===== config.mk =====
export PLATFORM = sky130hd
export DESIGN_NAME = rr_arbiter_4_flat
export DESIGN_NICKNAME = d
export VERILOG_FILES = /design/src/rtl/arb_pkg.sv /design/src/rtl/rr_arbiter_4_if.sv /design/src/rtl/onehot_dec2to4.sv /design/src/rtl/rr_arbiter_4.sv /design/src/flat_wrapper.sv
export SDC_FILE = /design/constraint.sdc
export NUM_CORES = 1
export LEC_CHECK = 0
export ABC_AREA = 0
export CAP_MARGIN = 10
export CORE_UTILIZATION = 40
export CTS_BUF_LIST = sky130_fd_sc_hd__clkbuf_4
export DETAILED_ROUTE_END_ITERATION = 12
export GPL_TIMING_DRIVEN = 1
export PLACE_DENSITY = 0.69
export SLEW_MARGIN = 0
export SYNTH_ARGS = -nofsm -noshare
export SYNTH_HDL_FRONTEND = slang
export SYNTH_SLANG_ARGS = --single-unit

===== constraint.sdc =====
create_clock -name clk -period 3.51 [get_ports clk]
set_input_delay 0.702 -clock clk [delete_from_list [all_inputs] [get_ports clk]]
set_output_delay 0.702 -clock clk [all_outputs]
set_load 0.01 [all_outputs]

===== src/rtl/arb_pkg.sv =====
// Shared types and helpers for the 4-way round-robin arbiter.
package arb_pkg;

  localparam int NUM_REQ = 4;
  localparam int IDX_W   = 2;

  typedef enum logic {
    ST_IDLE,
    ST_GRANT
  } arb_state_t;

  // Round-robin scan: first requester found starting at ptr, wrapping mod NUM_REQ.
  // Offsets are walked from far to near so the nearest hit is the one kept.
  function automatic logic [IDX_W-1:0] rr_pick(input logic [NUM_REQ-1:0] req,
                                               input logic [IDX_W-1:0]   ptr);
    logic [IDX_W-1:0] idx;
    rr_pick = ptr;
    for (int k = NUM_REQ - 1; k >= 0; k--) begin
      idx = ptr + IDX_W'(k);
      if (req[idx]) rr_pick = idx;
    end
  endfunction

endpackage


===== src/rtl/rr_arbiter_4_if.sv =====
// Request/grant bundle between the 4 masters and the arbiter.
interface rr_arbiter_4_if;
  import arb_pkg::*;

  logic [NUM_REQ-1:0] req;
  logic               done;
  logic [NUM_REQ-1:0] gnt;
  logic [IDX_W-1:0]   gnt_idx;
  logic               gnt_valid;
  logic               timeout;

  // Requester side.
  modport master (
    output req, done,
    input  gnt, gnt_idx, gnt_valid, timeout
  );

  // Arbiter side.
  modport slave (
    input  req, done,
    output gnt, gnt_idx, gnt_valid, timeout
  );

endinterface


===== src/rtl/onehot_dec2to4.sv =====
// Combinational 2-to-4 one-hot decoder.
module onehot_dec2to4
  import arb_pkg::*;
(
  input  logic [IDX_W-1:0]   idx,
  output logic [NUM_REQ-1:0] onehot
);

  // Exactly one output bit set for every index value.
  always_comb begin
    onehot      = '0;
    onehot[idx] = 1'b1;
  end

endmodule


===== src/rtl/rr_arbiter_4.sv =====
// Round-robin arbiter for 4 requesters with hold-until-release grants.
// Optional watchdog on the grant hold time: define ARB_TIMEOUT_EN.
//
//  state    | meaning
//  ---------+-------------------------------------------------------
//  ST_IDLE  | no grant; samples req and picks a winner from ptr
//  ST_GRANT | one master owns the resource until done/req drop/forced
module rr_arbiter_4
  import arb_pkg::*;
#(
  parameter int MAX_HOLD = 15,
  parameter int CNT_W    = 4
) (
  input logic           clk,
  input logic           rst_n,
  rr_arbiter_4_if.slave arb
);

  // Hold counter must be able to reach MAX_HOLD-1.
  if ((MAX_HOLD < 1) || (MAX_HOLD >= (1 << CNT_W))) begin : g_bad_cfg
    $error("rr_arbiter_4: MAX_HOLD must be in 1 .. 2**CNT_W-1");
  end

  arb_state_t         state_q, state_d;
  logic [NUM_REQ-1:0] gnt_q, gnt_d;
  logic [IDX_W-1:0]   gnt_idx_q, gnt_idx_d;
  logic               gnt_valid_q, gnt_valid_d;
  logic               timeout_q, timeout_d;
  logic [IDX_W-1:0]   ptr_q, ptr_d;

  logic [IDX_W-1:0]   winner;
  logic [NUM_REQ-1:0] onehot_nxt;
  logic               owner_rel;
  logic               forced;

  assign winner    = rr_pick(arb.req, ptr_q);
  assign owner_rel = arb.done | ~arb.req[gnt_idx_q];

`ifdef ARB_TIMEOUT_EN
  logic [CNT_W-1:0] cnt_q, cnt_d;

  // Watchdog fires on the last permitted hold cycle unless the owner lets go itself.
  assign forced = (state_q == ST_GRANT) && (cnt_q == CNT_W'(MAX_HOLD - 1)) && !owner_rel;
`else
  assign forced = 1'b0;
`endif

  // Decode the next owner so gnt is registered alongside gnt_idx.
  onehot_dec2to4 u_dec (
    .idx    (gnt_idx_d),
    .onehot (onehot_nxt)
  );

  // Next-state logic for the arbitration FSM and its registered outputs.
  always_comb begin
    state_d     = state_q;
    gnt_idx_d   = gnt_idx_q;
    gnt_valid_d = gnt_valid_q;
    ptr_d       = ptr_q;
    timeout_d   = 1'b0;
`ifdef ARB_TIMEOUT_EN
    cnt_d       = cnt_q;
`endif
    case (state_q)
      ST_IDLE: begin
        if (|arb.req) begin
          state_d     = ST_GRANT;
          gnt_idx_d   = winner;
          gnt_valid_d = 1'b1;
          ptr_d       = winner + IDX_W'(1);
`ifdef ARB_TIMEOUT_EN
          cnt_d       = '0;
`endif
        end
      end
      ST_GRANT: begin
        if (owner_rel || forced) begin
          state_d     = ST_IDLE;
          gnt_valid_d = 1'b0;
          timeout_d   = forced;
        end else begin
`ifdef ARB_TIMEOUT_EN
          cnt_d       = cnt_q + CNT_W'(1);
`endif
        end
      end
      default: begin
        state_d     = ST_IDLE;
        gnt_valid_d = 1'b0;
      end
    endcase
    gnt_d = gnt_valid_d ? onehot_nxt : '0;
  end

  // State and output registers, cleared asynchronously.
  always_ff @(posedge clk or negedge rst_n) begin
    if (!rst_n) begin
      state_q     <= ST_IDLE;
      gnt_q       <= '0;
      gnt_idx_q   <= '0;
      gnt_valid_q <= 1'b0;
      timeout_q   <= 1'b0;
      ptr_q       <= '0;
    end else begin
      state_q     <= state_d;
      gnt_q       <= gnt_d;
      gnt_idx_q   <= gnt_idx_d;
      gnt_valid_q <= gnt_valid_d;
      timeout_q   <= timeout_d;
      ptr_q       <= ptr_d;
    end
  end

`ifdef ARB_TIMEOUT_EN
  // Hold counter, restarted on every new grant.
  always_ff @(posedge clk or negedge rst_n) begin
    if (!rst_n) cnt_q <= '0;
    else        cnt_q <= cnt_d;
  end
`endif

  assign arb.gnt       = gnt_q;
  assign arb.gnt_idx   = gnt_idx_q;
  assign arb.gnt_valid = gnt_valid_q;
  assign arb.timeout   = timeout_q;

endmodule

===== src/flat_wrapper.sv =====
// flat-port wrapper written by rule: the top's interface ports become plain ports
module rr_arbiter_4_flat import arb_pkg::*;
#(
  parameter int MAX_HOLD = 15,
  parameter int CNT_W    = 4
)
  (clk, rst_n, arb_req, arb_done, arb_gnt, arb_gnt_idx, arb_gnt_valid, arb_timeout);
  rr_arbiter_4_if arb_i ();
  input logic clk;
  input logic rst_n;
  input wire logic [$bits(arb_i.req)-1:0] arb_req;
  input wire logic [$bits(arb_i.done)-1:0] arb_done;
  output wire logic [$bits(arb_i.gnt)-1:0] arb_gnt;
  output wire logic [$bits(arb_i.gnt_idx)-1:0] arb_gnt_idx;
  output wire logic [$bits(arb_i.gnt_valid)-1:0] arb_gnt_valid;
  output wire logic [$bits(arb_i.timeout)-1:0] arb_timeout;
  assign arb_i.req = arb_req;
  assign arb_i.done = arb_done;
  assign arb_gnt = arb_i.gnt;
  assign arb_gnt_idx = arb_i.gnt_idx;
  assign arb_gnt_valid = arb_i.gnt_valid;
  assign arb_timeout = arb_i.timeout;
  rr_arbiter_4 #(.MAX_HOLD(MAX_HOLD), .CNT_W(CNT_W)) u_core (.clk(clk), .rst_n(rst_n), .arb(arb_i));
endmodule

==> run metrics <==
most common cell after layout, fill and taps aside=clkdlybuf4s50_1; Syn Area/Cell=11.4 um2; clk_skew=0.00645 ns; final setup fails=0; drt drc=0; Filler cells=135; P&R area growth vs syn=28.4%; number of I/O pins=15; # nets final=76; Worst Hold Path EP=u_core.arb.gnt_valid$_DFF_PN0_; YS warnings=0; largest net degree at the start of global routing=11; min cycle time layout=2.17 ns; most frequent cells in the layout=clkdlybuf4s50_1, dfrtp_1, nor2_1; critical path endpoint category=register; CTS Buf Count=3; Yosys reg bits=10; clock buffer depth=2; # hold bufs at CTS=0; Die Height=40.4 um; CP max-delay cell=clkdlybuf4s50_1; RSZ-0062 raised after global routing=false; Die Footprint=0.00163 mm2; final wirelength=1.05 mm; initial antenna violation count=0; DR pass1 iterations=2; hold_sp=u_core.arb.gnt_valid$_DFF_PN0_; post-synth design cell area=591 um2; Placement Cell Area=732 um2; Max IR drop VDD=0.376 mV; Syn Inst Count=52; Final period util=0.618; Final ANT Viol Nets=0; Die X=40.4 um; post-route setup TNS=0 ns; H-tree levels=1; Synth cell types=33; outcome=complete, no violations; post-synthesis sequential area ratio=0.424; worst flop-to-flop path endpoint=u_core.arb.gnt[3]$_DFF_PN0_; worst path cell trace=clkdlybuf4s50_1, nor4_2, nor2_2, o2bb2ai_2, and3b_1; layout cells sized above 1=0.235; Power Total=0.617 mW; Final Hold Viols=0; Worst-Skew Late Latency=0.26 ns; clk sink count=10; R2R depth=4; DR iter-0 viols=3; IO buf count=13; initial core utilization=0.443; Worst EP required=3.66 ns; Crit path buffers/inverters=1; Hold Path Depth=2; Worst EP arrival=2.32 ns; Root Buffer=clkbuf_4; Post-CTS Resized=0; maximum clock frequency=0.461 GHz; Via-to-Cell Ratio=5.42; Worst setup SP type=input port; Max stage delay on crit path=0.50 ns; FP Rows=13; fin area=758 um2; Antenna Diode Count=0; Max-Cap Viols=0; GP Congestion=0.710; gr ovfl total=0; Slew Viols, Final=0; global-route wire length before repair=1.68 mm; Clock transition at path regs=0.06 ns; syn nets=59; DR WL/cell=12.7 um; area of the core=0.00133 mm2; total track usage=0.160; CP max FO=6; Reg-to-Reg Start=u_core.arb.gnt_idx[0]$_DFF_PN0_; TritonCTS clock tree=yes; Setup Buffers After CTS=0; number of global-route vias before repair=432; pwr dens=814 mW/mm2; worst setup path class=input port to register; R2R Setup Slk=1.96 ns; worst min path class=register to register; routed via count=450; Static Leak=0.305 nW; Crit path max-delay family=simple AND/OR/NAND/NOR gates; post-DP HPWL=835 um
[synth_stat cells]
cell type / number / area [um2]
o2bb2ai_2: 1 / 15.0
nor2b_1: 1 / 6.26
o2111ai_1: 1 / 8.76
a31oi_1: 1 / 6.26
nor2b_2: 1 / 8.76
o31ai_4: 1 / 21.3
or2_4: 1 / 8.76
a2111oi_4: 1 / 27.5
a21oi_1: 1 / 5.00
a22oi_1: 1 / 7.51
dfrtp_1: 10 / 250
nor3_1: 1 / 5.00
o21ai_2: 1 / 8.76
a311o_1: 1 / 10.0
a41o_1: 1 / 10.0
nand2b_1: 1 / 6.26
o21ai_0: 2 / 10.0
nor3b_2: 3 / 37.5
conb_1: 1 / 3.75
a41oi_1: 1 / 8.76
nor4_2: 1 / 12.5
mux2_2: 2 / 22.5
buf_4: 1 / 7.51
and2b_1: 1 / 7.51
o21ai_1: 1 / 5.00
a21boi_1: 1 / 7.51
inv_1: 3 / 11.3
o22ai_1: 1 / 6.26
nand2_1: 1 / 3.75
o21a_1: 1 / 7.51
and3b_1: 1 / 8.76
nor2_1: 5 / 18.8
nor2_2: 1 / 6.26
[worst register-to-register path, stage by stage (launching register included)]
cell and delay [ns]:
dfrtp_1 0.41, mux2_2 0.35, a22oi_1 0.28, o2bb2ai_2 0.20, and3b_1 0.21
[metrics by stage]
step | hold WS [ns] | instances | util | worst slack, ns
floorplan | 0.406 | 52 | - | 1.76
CTS | 0.571 | 83 | 0.568 | 1.34
global placement | 0.553 | 79 | 0.549 | 1.10
global route | 0.599 | 83 | 0.568 | 1.25
detailed placement | 0.558 | 79 | 0.549 | 1.07
finish | 0.555 | 83 | 0.568 | 1.34
[routing by layer]
metal	part of all wire	routed length [um]	vias up	track usage
met5	0	0	-	0
met4	0.018	19	0	0.125
met3	0.050	52	2	0.0167
met2	0.46	486	11	0.262
met1	0.47	491	210	0.189
li1	-	-	227	-
[report_power, final]
group | internal [mW] | switching [mW]
combinational | 0.171 | 0.145
sequential | 0.169 | 0.0548
clock | 0.0409 | 0.0363
total | 0.381 | 0.236
[sequential cells by signal, indices dropped and copies added (netlist names)]
signal                cells
u_core.arb.gnt_valid      1
u_core.state_q            1
u_core.arb.gnt_idx        2
u_core.ptr_q              2
u_core.arb.gnt            4
[layout make-up]
| cell class | instances | area [um2] | share of cell area |
|---|---|---|---|
| timing repair buffer | 13 | 130 | 0.172 |
| tap | 15 | 18.8 | 0.0248 |
| sequential | 10 | 250 | 0.330 |
| clock inverter | 1 | 3.75 | 0.00495 |
| inverter | 3 | 11.3 | 0.0149 |
| multi-input combinational | 38 | 322 | 0.424 |
| clock buffer | 3 | 22.5 | 0.0297 |
[kinds of logic after synthesis]
logic type / after synthesis / synth area share
AND/OR/NAND/NOR: 18 / 0.220
AO/OA/AOI/OAI: 17 / 0.280
flip-flops: 10 / 0.424
buffers and inverters: 4 / 0.0318
multiplexers: 2 / 0.0381
other: 1 / 0.00635
[worst max-delay path by stage]
stage	cells after the start	endpoint	slack [ns]	startpoint
floorplan	4	u_core.arb.gnt[3]$_DFF_PN0_	1.76	arb_req[0]
global placement	5	u_core.arb.gnt[3]$_DFF_PN0_	1.10	arb_req[0]
detailed placement	5	u_core.arb.gnt[3]$_DFF_PN0_	1.07	arb_req[0]
CTS	5	u_core.arb.gnt[3]$_DFF_PN0_	1.34	arb_req[0]
global route	5	u_core.arb.gnt[3]$_DFF_PN0_	1.25	arb_req[0]
finish	5	u_core.arb.gnt[3]$_DFF_PN0_	1.34	arb_req[0]
(Power assumes the default switching activity.)
